[src/rtl/tdes_pkg.sv]
// Shared widths, FSM state type and pass encodings for the two-key 3DES sequencer.
package tdes_pkg;

  localparam int BLK_W = 64;
  localparam int KEY_W = 56;

  typedef enum logic [1:0] {
    IDLE = 2'd0,
    RUN  = 2'd1,
    DONE = 2'd2
  } state_t;

  localparam logic [1:0] PASS_0 = 2'd0;
  localparam logic [1:0] PASS_1 = 2'd1;
  localparam logic [1:0] PASS_2 = 2'd2;

endpackage

[src/rtl/tdes_pass_sel.sv]
// Maps the current pass and latched mode/keys to the DES core key and direction.
module tdes_pass_sel
  import tdes_pkg::*;
(
  input  logic [1:0]       pass,
  input  logic             mode_r,
  input  logic [KEY_W-1:0] k1_r,
  input  logic [KEY_W-1:0] k2_r,
  output logic [KEY_W-1:0] des_key,
  output logic             des_e
);

  // The middle pass uses key2 and the opposite direction (EDE / DED).
  always_comb begin
    des_key = k1_r;
    des_e   = ~mode_r;
    if (pass == PASS_1) begin
      des_key = k2_r;
      des_e   = mode_r;
    end
  end

endmodule

[src/rtl/tdes_sequencer.sv]
// Runs two-key Triple-DES by driving one external DES core through three passes,
// holding intermediate results in its own data register.
module tdes_sequencer
  import tdes_pkg::*;
#(
  parameter int unsigned DES_LAT = 1
) (
  input  logic             clk,
  input  logic             rst_n,
  input  logic             in_valid,
  output logic             in_ready,
  input  logic [BLK_W-1:0] in_text,
  input  logic             in_decrypt,
  input  logic [KEY_W-1:0] key1,
  input  logic [KEY_W-1:0] key2,
  output logic             out_valid,
  input  logic             out_ready,
  output logic [BLK_W-1:0] out_text,
  output logic [BLK_W-1:0] des_in,
  output logic [KEY_W-1:0] des_key,
  output logic             des_e,
  input  logic [BLK_W-1:0] des_out,
  output logic             busy,
  output logic [1:0]       pass
);

  localparam logic [3:0] LAST_WCNT = 4'(DES_LAT - 1);

  state_t           r_state;
  logic [BLK_W-1:0] r_data;
  logic [KEY_W-1:0] r_k1;
  logic [KEY_W-1:0] r_k2;
  logic             r_mode;
  logic [1:0]       r_pass;
  logic [3:0]       r_wcnt;
  logic             r_out_valid;
  logic             r_busy;
  logic             w_accept;

  // Ready in DONE when the sink drains this cycle, so a new block can follow immediately.
  assign in_ready = (r_state == IDLE) || ((r_state == DONE) && out_ready);
  assign w_accept = in_valid && in_ready;

  always_ff @(posedge clk or negedge rst_n) begin
    if (!rst_n) begin
      r_state     <= IDLE;
      r_data      <= '0;
      r_k1        <= '0;
      r_k2        <= '0;
      r_mode      <= 1'b0;
      r_pass      <= PASS_0;
      r_wcnt      <= '0;
      r_out_valid <= 1'b0;
      r_busy      <= 1'b0;
    end else begin
      case (r_state)
        IDLE, DONE: begin
          if (w_accept) begin
            r_data      <= in_text;
            r_k1        <= key1;
            r_k2        <= key2;
            r_mode      <= in_decrypt;
            r_pass      <= PASS_0;
            r_wcnt      <= '0;
            r_state     <= RUN;
            r_busy      <= 1'b1;
            r_out_valid <= 1'b0;
          end else if (r_state == DONE && out_ready) begin
            r_state     <= IDLE;
            r_out_valid <= 1'b0;
          end
        end
        RUN: begin
          if (r_wcnt == LAST_WCNT) begin
            r_data <= des_out;
            r_wcnt <= '0;
            if (r_pass == PASS_2) begin
              r_pass      <= PASS_0;
              r_state     <= DONE;
              r_busy      <= 1'b0;
              r_out_valid <= 1'b1;
            end else begin
              r_pass <= r_pass + 2'd1;
            end
          end else begin
            r_wcnt <= r_wcnt + 4'd1;
          end
        end
        default: r_state <= IDLE;
      endcase
    end
  end

  tdes_pass_sel u_pass_sel (
    .pass    (r_pass),
    .mode_r  (r_mode),
    .k1_r    (r_k1),
    .k2_r    (r_k2),
    .des_key (des_key),
    .des_e   (des_e)
  );

  assign des_in    = r_data;
  assign out_text  = r_data;
  assign out_valid = r_out_valid;
  assign busy      = r_busy;
  assign pass      = r_pass;

endmodule

[config.mk]
export PLATFORM = sky130hd
export DESIGN_NAME = tdes_sequencer
export DESIGN_NICKNAME = d
export VERILOG_FILES = /design/src/rtl/tdes_pkg.sv /design/src/rtl/tdes_pass_sel.sv /design/src/rtl/tdes_sequencer.sv
export SDC_FILE = /design/constraint.sdc
export NUM_CORES = 1
export LEC_CHECK = 0
export CORE_ASPECT_RATIO = 1.75
export CORE_MARGIN = 5
export CORE_UTILIZATION = 35
export CTS_CLUSTER_DIAMETER = 200
export DETAILED_ROUTE_END_ITERATION = 8
export PLACE_DENSITY_LB_ADDON = 0.05
export RECOVER_POWER = 100
export SLEW_MARGIN = 20
export SYNTH_ARGS = -nofsm -noshare
export SYNTH_HDL_FRONTEND = slang
export SYNTH_SLANG_ARGS = --single-unit
[constraint.sdc]
create_clock -name clk -period 2.9 [get_ports clk]
set_clock_uncertainty 0.15 [all_clocks]
set_input_delay 0.29 -clock clk [delete_from_list [all_inputs] [get_ports clk]]
set_output_delay 0.29 -clock clk [all_outputs]
set_load 0.02 [all_outputs]
Word-level counts from Yosys, hierarchy flattened
Cells that the tools add are included.
{ "totals": {"regBits": 187} }
{ "op_classes": {"n_reduce_logical": 13, "bitwise_logic": 1, "mux": 26, "n_addsub": 2, "eq_ne": 8} }
{ "op_table": {"columns": ["cell", "count"], "rows": [
  ["64-bit two-way mux", 2],
  ["64-bit case mux with 2 select lines", 1],
  ["56-bit two-way mux", 1],
  ["2-bit two-way mux", 7],
  ["1-bit two-way mux", 8],
  ["4-bit two-way mux", 2],
  ["2-bit case mux with 2 select lines", 2],
  ["4-bit case mux with 2 select lines", 1],
  ["4-bit AND reduction", 2],
  ["2-bit inequality test, second input constant", 3],
  ["3-bit AND reduction", 2],
  ["4-bit by 1-bit adder with 4-bit output, second input constant", 1],
  ["2-bit by 1-bit equality test with 1-bit output, second input constant", 2],
  ["2-bit equality test, second input constant", 2],
  ["4-bit logical NOT", 1],
  ["1-bit case mux with 2 select lines", 2],
  ["2-bit AND reduction", 2],
  ["3-bit inequality test, second input constant", 1],
  ["2-bit by 1-bit adder with 2-bit output, second input constant", 1],
  ["1-bit logical AND", 2],
  ["2-bit logical NOT", 1],
  ["2-bit nonzero test", 1],
  ["2-bit OR reduction", 1],
  ["1-bit logical OR", 1],
  ["1-bit NOT", 1]
]} }

Logic depth before layout (Yosys ltp)
Gate-level depths: netlist (run 1).
{ "logic_depth": {"word_depth": 6, "mapped_depth": 7, "mapped_depth_nobuf": 5} }

Modules after synthesis
From an unflattened synthesis (run 1), not the netlist that was laid out.
{ "unflattened": {"hier_cells": 938, "hier_area_um2": 10789.1} }
{ "modules_own_cells": {"columns": ["mod", "cells_per_inst", "n_inst", "area_each_um2", "seq_area_each_um2"], "rows": [
  ["tdes_sequencer", 874, 1, 9928.3, 4679.5],
  ["tdes_pass_sel", 64, 1, 860.8, 0.0]
]} }

Worst setup path before layout (run 1)
No wires, ideal clock.
{ "synth_path": {"path_kind": "register -> output", "from": "register r_pass[0] (netlist: pass[0])", "to": "output port des_key[10]", "setup_slack_ns": 0.946, "path_buffers": 2, "stages_incl_launch_ff": 5, "t_arrival_ns": 1.514, "path_cell_list": "dfrtp_1 nor2b_1 buf_2 buf_4 mux2_2"} }
{ "synth_between": {"elab_chain_len": 2} }
{ "synth_rtl": {"columns": ["element", "line_no", "text"], "rows": [
  ["start: declaration", "tdes_sequencer.sv:34", "logic [1:0] r_pass;"],
  ["start signal: assignment", "tdes_sequencer.sv:83", "r_pass <= r_pass + 2'd1;"],
  ["2-bit by 1-bit equality test with 1-bit output", "tdes_pass_sel.sv:17", "if (pass == PASS_1) begin"],
  ["56-bit two-way mux", "tdes_pass_sel.sv:17", null],
  ["end: declaration", "tdes_sequencer.sv:20", "output logic [KEY_W-1:0] des_key,"]
]} }
Every way passes these cells.

Final worst setup path (run 1)
{ "layout_path": {"from": "register r_pass[1] (netlist: pass[1])", "to": "output port des_key[17]"} }
Same word-level chain as after synthesis.

==> impl_results.md, run 1 <==
- Fin Setup TNS: 0 ps
- Maximum clock insertion buffer count: 2
- Pint: 10.3 mW
- Row cnt: 85
- Commonest non-fill, non-tap cell in the layout: clkdlybuf4s50_1
- Syn nets: 1,191
- Synthesis-to-layout area growth: 42.5%
- Worst-Skew Late Latency: 440 ps
- Drt drc: 0
- Core area: 0.0306 sq mm
- Initial Utilization: 35.2%
- WP data arrival: 2330 ps
- Die H: 242 um
- Final setup violation count: 0
- Final critical-path share of the clock period: 95.4%
- Cells after Synth: 944
- Sw frac: 40.8%
- Synth Register Bits: 187
- # fillers: 2,896
- DP Cell Count: 1,634
- RSZ-0062 raised after global routing: false
- Fraction of layout cells with a size suffix above 1: 20.5%
- Sequential fraction of the synthesis area: 43.4%
- CTS tree: done
- Port Buffers: 434
- Post-Syn Area: 0.0108 sq mm
- Initial antenna violation count: 11
- Sequential share of power: 29.2%
- Routed WL: 36,100 um
- Worst Setup Path Type: flop to output port
- DRT Pass-1 Iters: 4
- Delay of the slowest critical-path stage: 540 ps
- Min Tclk post-route: 2770 ps
- Ports: 435
- H-tree levels: 4
- Layout Cells excl Fill: 1,676
- Via Count: 8,750
- Worst Max-Slew Pin Slew: 1270 ps
- Hold WC Path Type: primary input to flop
- VDD IR-drop max: 0.618 mV
- Worst Path Required: 2460 ps
- DRT iter0 DRCs: 323
- Die area: 0.0346 sq mm
- CP max-delay cell: clkdlybuf4s50_1
- Clock tree root buffer cell: clkbuf_16
- Leak: 5.78 nW
- CTS clk-pin slew, worst paths: 80 ps
- Syn Area/Cell: 11.4 sq um
- Commonest cells after routing, fill and taps aside: 300 x clkdlybuf4s50_1, 194 x mux2_2, 185 x dfrtp_1, 134 x dlygate4sd3_1
- Clk pwr share: 13.4%
- Power Total: 17.4 mW
- Gpl congestion: 0.796
- Die X: 143 um
- Clock Sinks: 187
- Vias in the first global route: 9,332
- Via/cell ratio: 5.22
- Final Hold Vio Count: 0
- Final nets: 1,510
- All-layer global routing usage: 20.8%
- Largest delay share family, worst path: buffers and inverters
- Global-route wire length before repair: 55,800 um
- Crit path buf inv count: 2
- Critical path fanouts, max: 58
- Mean routed wirelength per cell: 21.6 um
- MaxCap Viol Count: 0
- Total gr overflow: 0
- Combinational share of power: 57.4%
- Peak Freq: 362 MHz
- Detail Route Antenna Nets: 0
- Rel. slew slack: 15.3%
- Pin count of the biggest net entering global routing: 97
- Startpoint Class: flop
- Yosys cell types: 34
- Worst setup EP type: output port
- Status: completed
- Synth warn: 0
- Switch Pwr: 7.09 mW
- Critical-path cell list: nor2b_4 > buf_12 > mux2_2 > clkdlybuf4s50_1
- Pwr per Cell Area: 1130 mW/mm^2
- Slew Limit Fails: 0
- CTS buffer count: 17
- Post-DP HPWL: 25,200 um
## per-layer routing
metal	part of all wire, %	global-route usage, %	vias to the layer above
met2	52	36.1	294
li1	-	-	4030
met1	39	24.1	4372
met4	2.8	8.14	4
met5	0.055	0	-
met3	6.3	5.33	50
## timing repair
item / 4_1_cts / 5_1_grt
setup buffers: 0 / 0
hold buffers: 1 / 0
gates resized for setup: 0 / 0
hold endpoints to repair: 78 / 0
## flip-flops by register name (all words and copies together) (netlist names)
name and cells:
r_k2 56, r_wcnt 4, busy 1, pass 2, r_mode 1, r_k1 56, r_state 2, des_in 64
out_valid 1
## cells by family after synthesis
logic type	count (synthesis)	synth area share (%)
and+or+nand+nor	284	16.5
muxes	234	25.1
DFF	187	43.4
buffers and inverters	160	9.41
AOI/OAI and AO/OA	75	5.15
xor gates and xnor gates	2	0.162
adders and majority gates	2	0.232
## power groups by stage
stage / Sequential, mW / Combinational [mW] / Clock, mW
global placement: 5.23 / 10.5 / 0
detailed placement: 5.20 / 10.6 / 0
finish: 5.08 / 9.98 / 2.32
CTS: 5.17 / 10.6 / 2.43
global route: 5.28 / 10.8 / 2.50
floorplan: 5.29 / 6.53 / 0
## layout make-up
cell class                 instances  area [sq um]  share of cell area (%)
multi-input combinational        597          5050                    32.8
sequential                       187          4690                    30.5
timing repair buffer             458          4550                    29.6
tap                              391           489                    3.18
clock buffer                      17           425                    2.77
clock inverter                    15           145                   0.944
antenna                            9          22.5                   0.146
inverter                           2          7.51                  0.0488
## through the flow
step	instance area, sq um	hold WS (ps)	utilization, %	setup slack, ps
floorplan	10800	-156	-	946
global placement	15000	274	48.8	635
detailed placement	15000	282	48.8	600
CTS	15500	253	50.7	105
global route	15400	263	50.2	48.6
finish	15400	281	50.2	134
## path summary, 6_finish.rpt
kind                       slack (ps)                      to                   start  cells past startpoint
min reg2reg                       330        busy$_DFFE_PN0P_        busy$_DFFE_PN0P_                      1
min                               280    r_k1[43]$_DFFE_PN0P_                key1[43]                      2
max                               130             des_key[17]     pass[1]$_DFFE_PN0P_                      4
min in group asynchronous         520  des_in[54]$_DFFE_PN0P_                   rst_n                      2
max reg2reg                       220   des_in[5]$_DFFE_PN0P_  r_state[1]$_DFFE_PN0P_                      4
max in group asynchronous         490    r_k1[50]$_DFFE_PN0P_                   rst_n                      3
## synthesized netlist by cell type
library cell | instances | share of area (%)
xor2_1 | 1 | 0.081
a21o_1 | 1 | 0.070
buf_2 | 37 | 1.7
xnor2_1 | 1 | 0.081
a211oi_1 | 64 | 4.5
mux2_4 | 21 | 2.9
a31o_2 | 1 | 0.081
or4_1 | 1 | 0.070
o21ai_0 | 3 | 0.14
nor2_1 | 1 | 0.035
nor2b_4 | 1 | 0.13
ha_1 | 2 | 0.23
nor2b_1 | 3 | 0.17
nor3_1 | 129 | 6.0
nor3b_1 | 129 | 9.0
nand4b_1 | 1 | 0.081
mux2_1 | 16 | 1.7
nand2_1 | 5 | 0.17
or3b_4 | 1 | 0.10
buf_4 | 80 | 5.6
buf_6 | 3 | 0.31
o211ai_1 | 4 | 0.28
o22ai_1 | 1 | 0.058
dfrtp_1 | 187 | 43
mux2i_1 | 1 | 0.093
buf_8 | 4 | 0.56
inv_1 | 2 | 0.070
clkbuf_1 | 34 | 1.2
o31ai_1 | 1 | 0.070
nor2_8 | 1 | 0.19
nand3_1 | 6 | 0.28
mux2_2 | 196 | 20
or3_1 | 1 | 0.058
nand2b_1 | 5 | 0.29
Note: power is estimated with default switching activity, not from simulation.
==> inputs of run 2 (changes only) <==
--- a/config.mk
+++ b/config.mk
@@ -7,7 +7,7 @@
 export LEC_CHECK = 0
 export CORE_ASPECT_RATIO = 1.75
 export CORE_MARGIN = 5
-export CORE_UTILIZATION = 35
+export CORE_UTILIZATION = 40
 export CTS_CLUSTER_DIAMETER = 200
 export DETAILED_ROUTE_END_ITERATION = 8
 export PLACE_DENSITY_LB_ADDON = 0.05
==> run 2 against run 1 <==
  * The run now ends with capacitance limit, slew limit left
  * Hold slack gained 6.7 ps
  * Count of clock-buffer cells in the layout increased by 2
  * Critical path depth unchanged
  * Flip-flop and latch count stayed put
  * Register-to-register slack better by 60 ps
  * Utilization increased by 7.5 points
  * Final cell count shrank 4.2%
  * Critical path type unchanged
  * Critical endpoint is now des_key[16]
  * Highest routed layer unchanged
==> impl_results.md, run 2 (synthesis results as in run 1) <==
- Pint: 10.6 mW
- Pin count of the biggest net entering global routing: 124
- Final Hold Vio Count: 0
- Via/cell ratio: 5.40
- Maximum clock insertion buffer count: 2
- Commonest non-fill, non-tap cell in the layout: clkdlybuf4s50_1
- Drt drc: 0
- DRT iter0 DRCs: 344
- Max reg flops: 64
- Rel. slew slack: -8.08%
- VDD IR-drop max: 0.732 mV
- R2R Path Start: r_state[1]$_DFFE_PN0P_
- Slew Limit Fails: 61
- Die area: 0.0305 sq mm
- Via Count: 8,671
- Global-route wire length before repair: 53,100 um
- Worst reg2reg setup slack: 280 ps
- Switch Pwr: 6.95 mW
- Failing checks: capacitance limit, slew limit
- RSZ-0062 raised after global routing: false
- Vias in the first global route: 9,151
- CTS buffer count: 17
- Gpl congestion: 0.781
- Detail Route Antenna Nets: 0
- Synthesis-to-layout area growth: 42.2%
- Met1 Routed Length: 13,000 um
- H-tree levels: 4
- Core area: 0.0266 sq mm
- Min Tclk post-route: 2780 ps
- Leak: 5.80 nW
- Die H: 227 um
- R2R Path End: r_k2[33]$_DFFE_PN0P_
- DRT Pass-1 Iters: 4
- Hold WC Path Type: primary input to flop
- Hold depth: 2
- WP data arrival: 2340 ps
- Combinational share of power: 57.2%
- Final setup violation count: 0
- Fin Setup TNS: 0 ps
- Worst-Skew Late Latency: 440 ps
- Port Buffers: 434
- Commonest cells after routing, fill and taps aside: 289 x clkdlybuf4s50_1, 196 x mux2_2, 187 x dfrtp_1, 145 x dlygate4sd3_1, 129 x nor3_1
- Final nets: 1,507
- Clock Sinks: 187
- Post-CTS setup buffer count: 0
- Ports: 435
- Sw frac: 39.6%
- Mean routed wirelength per cell: 21.5 um
- Met2 Wirelength: 18,000 um
- Pwr per Cell Area: 1140 mW/mm^2
- Clk pwr share: 14.5%
- Worst Setup Path Type: flop to output port
- WHS Endpoint: r_k1[38]$_DFFE_PN0P_
- Top routing layer in use: met5
- Fraction of layout cells with a size suffix above 1: 20.2%
- Initial Utilization: 40.6%
- Power Total: 17.5 mW
- Status: finished, violations left
- Depth of the most critical reg-to-reg path: 4
- Initial antenna violation count: 9
- Peak Freq: 360 MHz
- All-layer global routing usage: 22.4%
- Startpoint Class: flop
- Sequential share of power: 28.3%
- Total gr overflow: 0
- Worst hold path startpoint: key1[38]
- Critical path fanouts, max: 46
- Clock tree root buffer cell: clkbuf_16
- Final critical-path share of the clock period: 95.8%
- Routed WL: 34,600 um
- Post-DP HPWL: 23,900 um
- Met3 routed WL: 2660 um
- Die X: 134 um
- MaxCap Viol Count: 1
- CTS tree: done
- Row cnt: 79
- Worst setup EP type: output port
- Worst Path Required: 2460 ps
- Worst Max-Slew Pin Slew: 1620 ps
- CTS clk-pin slew, worst paths: 70 ps
==> run 2: how the worst max path moves through the flow <==
stage / from / to / slack [ps] / cells after the start
5_1_grt: pass[0]$_DFFE_PN0P_ / des_key[16] / 20 / 4
2_1_floorplan: pass[0]$_DFFE_PN0P_ / des_key[10] / 950 / 4
6_report: pass[1]$_DFFE_PN0P_ / des_key[16] / 120 / 4
4_1_cts: pass[1]$_DFFE_PN0P_ / des_key[20] / 80 / 4
3_5_place_dp: out_ready / des_in[21]$_DFFE_PN0P_ / 450 / 5
3_3_place_gp: out_ready / des_in[35]$_DFFE_PN0P_ / 540 / 5
==> run 2: worst max-delay path: stages, from the launching register on <==
cell             delay (ps)
dfrtp_1                 460
nor2b_4                 170
buf_12                  270
mux2_2                  370
clkdlybuf4s50_1         580
==> run 2: area by class of cell <==
| class | instances | area, sq um |
|---|---|---|
| repair buffers | 455 | 4570 |
| flip-flops and latches | 187 | 4680 |
| fillers | 2314 | 11200 |
| inverters | 2 | 7.51 |
| diodes | 8 | 20.0 |
| well taps | 324 | 405 |
| multi-input cells | 597 | 5030 |
| clock buffers | 19 | 443 |
| clock inverters | 13 | 186 |
==> run 2: power groups by stage <==
stage | clock (mW) | combinational, mW | sequential [mW]
global placement | 0 | 10.6 | 5.02
detailed placement | 0 | 10.7 | 5.07
CTS | 2.64 | 10.7 | 5.03
floorplan | 0 | 6.53 | 5.29
global route | 2.74 | 10.8 | 5.16
finish | 2.55 | 10.0 | 4.96
==> run 2: routing by layer <==
layer  vias to the layer above  GRT usage, %
met5                         -             0
li1                       4014             -
met4                         2          9.27
met2                       296          38.2
met1                      4312          26.0
met3                        47          7.19
==> run 2: stage by stage <==
stage          cell area, sq um  utilization [%]  hold WS [ps]  setup WS [ps]  std cells
6_report                  15300             57.7           288            121       1605
5_1_grt                   15300             57.7           276           21.1       1605
4_1_cts                   15500             58.2           238           77.1       1597
3_5_place_dp              14800             55.8           172            455       1564
3_3_place_gp              14800             55.8           169            536       1564
2_1_floorplan             10800                -          -156            946        944
==> run 2: what timing repair did <==
action,in CTS,in global routing
endpoints found under the hold margin,59,0
gates resized for setup,0,0
hold buffers,1,0
endpoints found under the setup margin,0,0
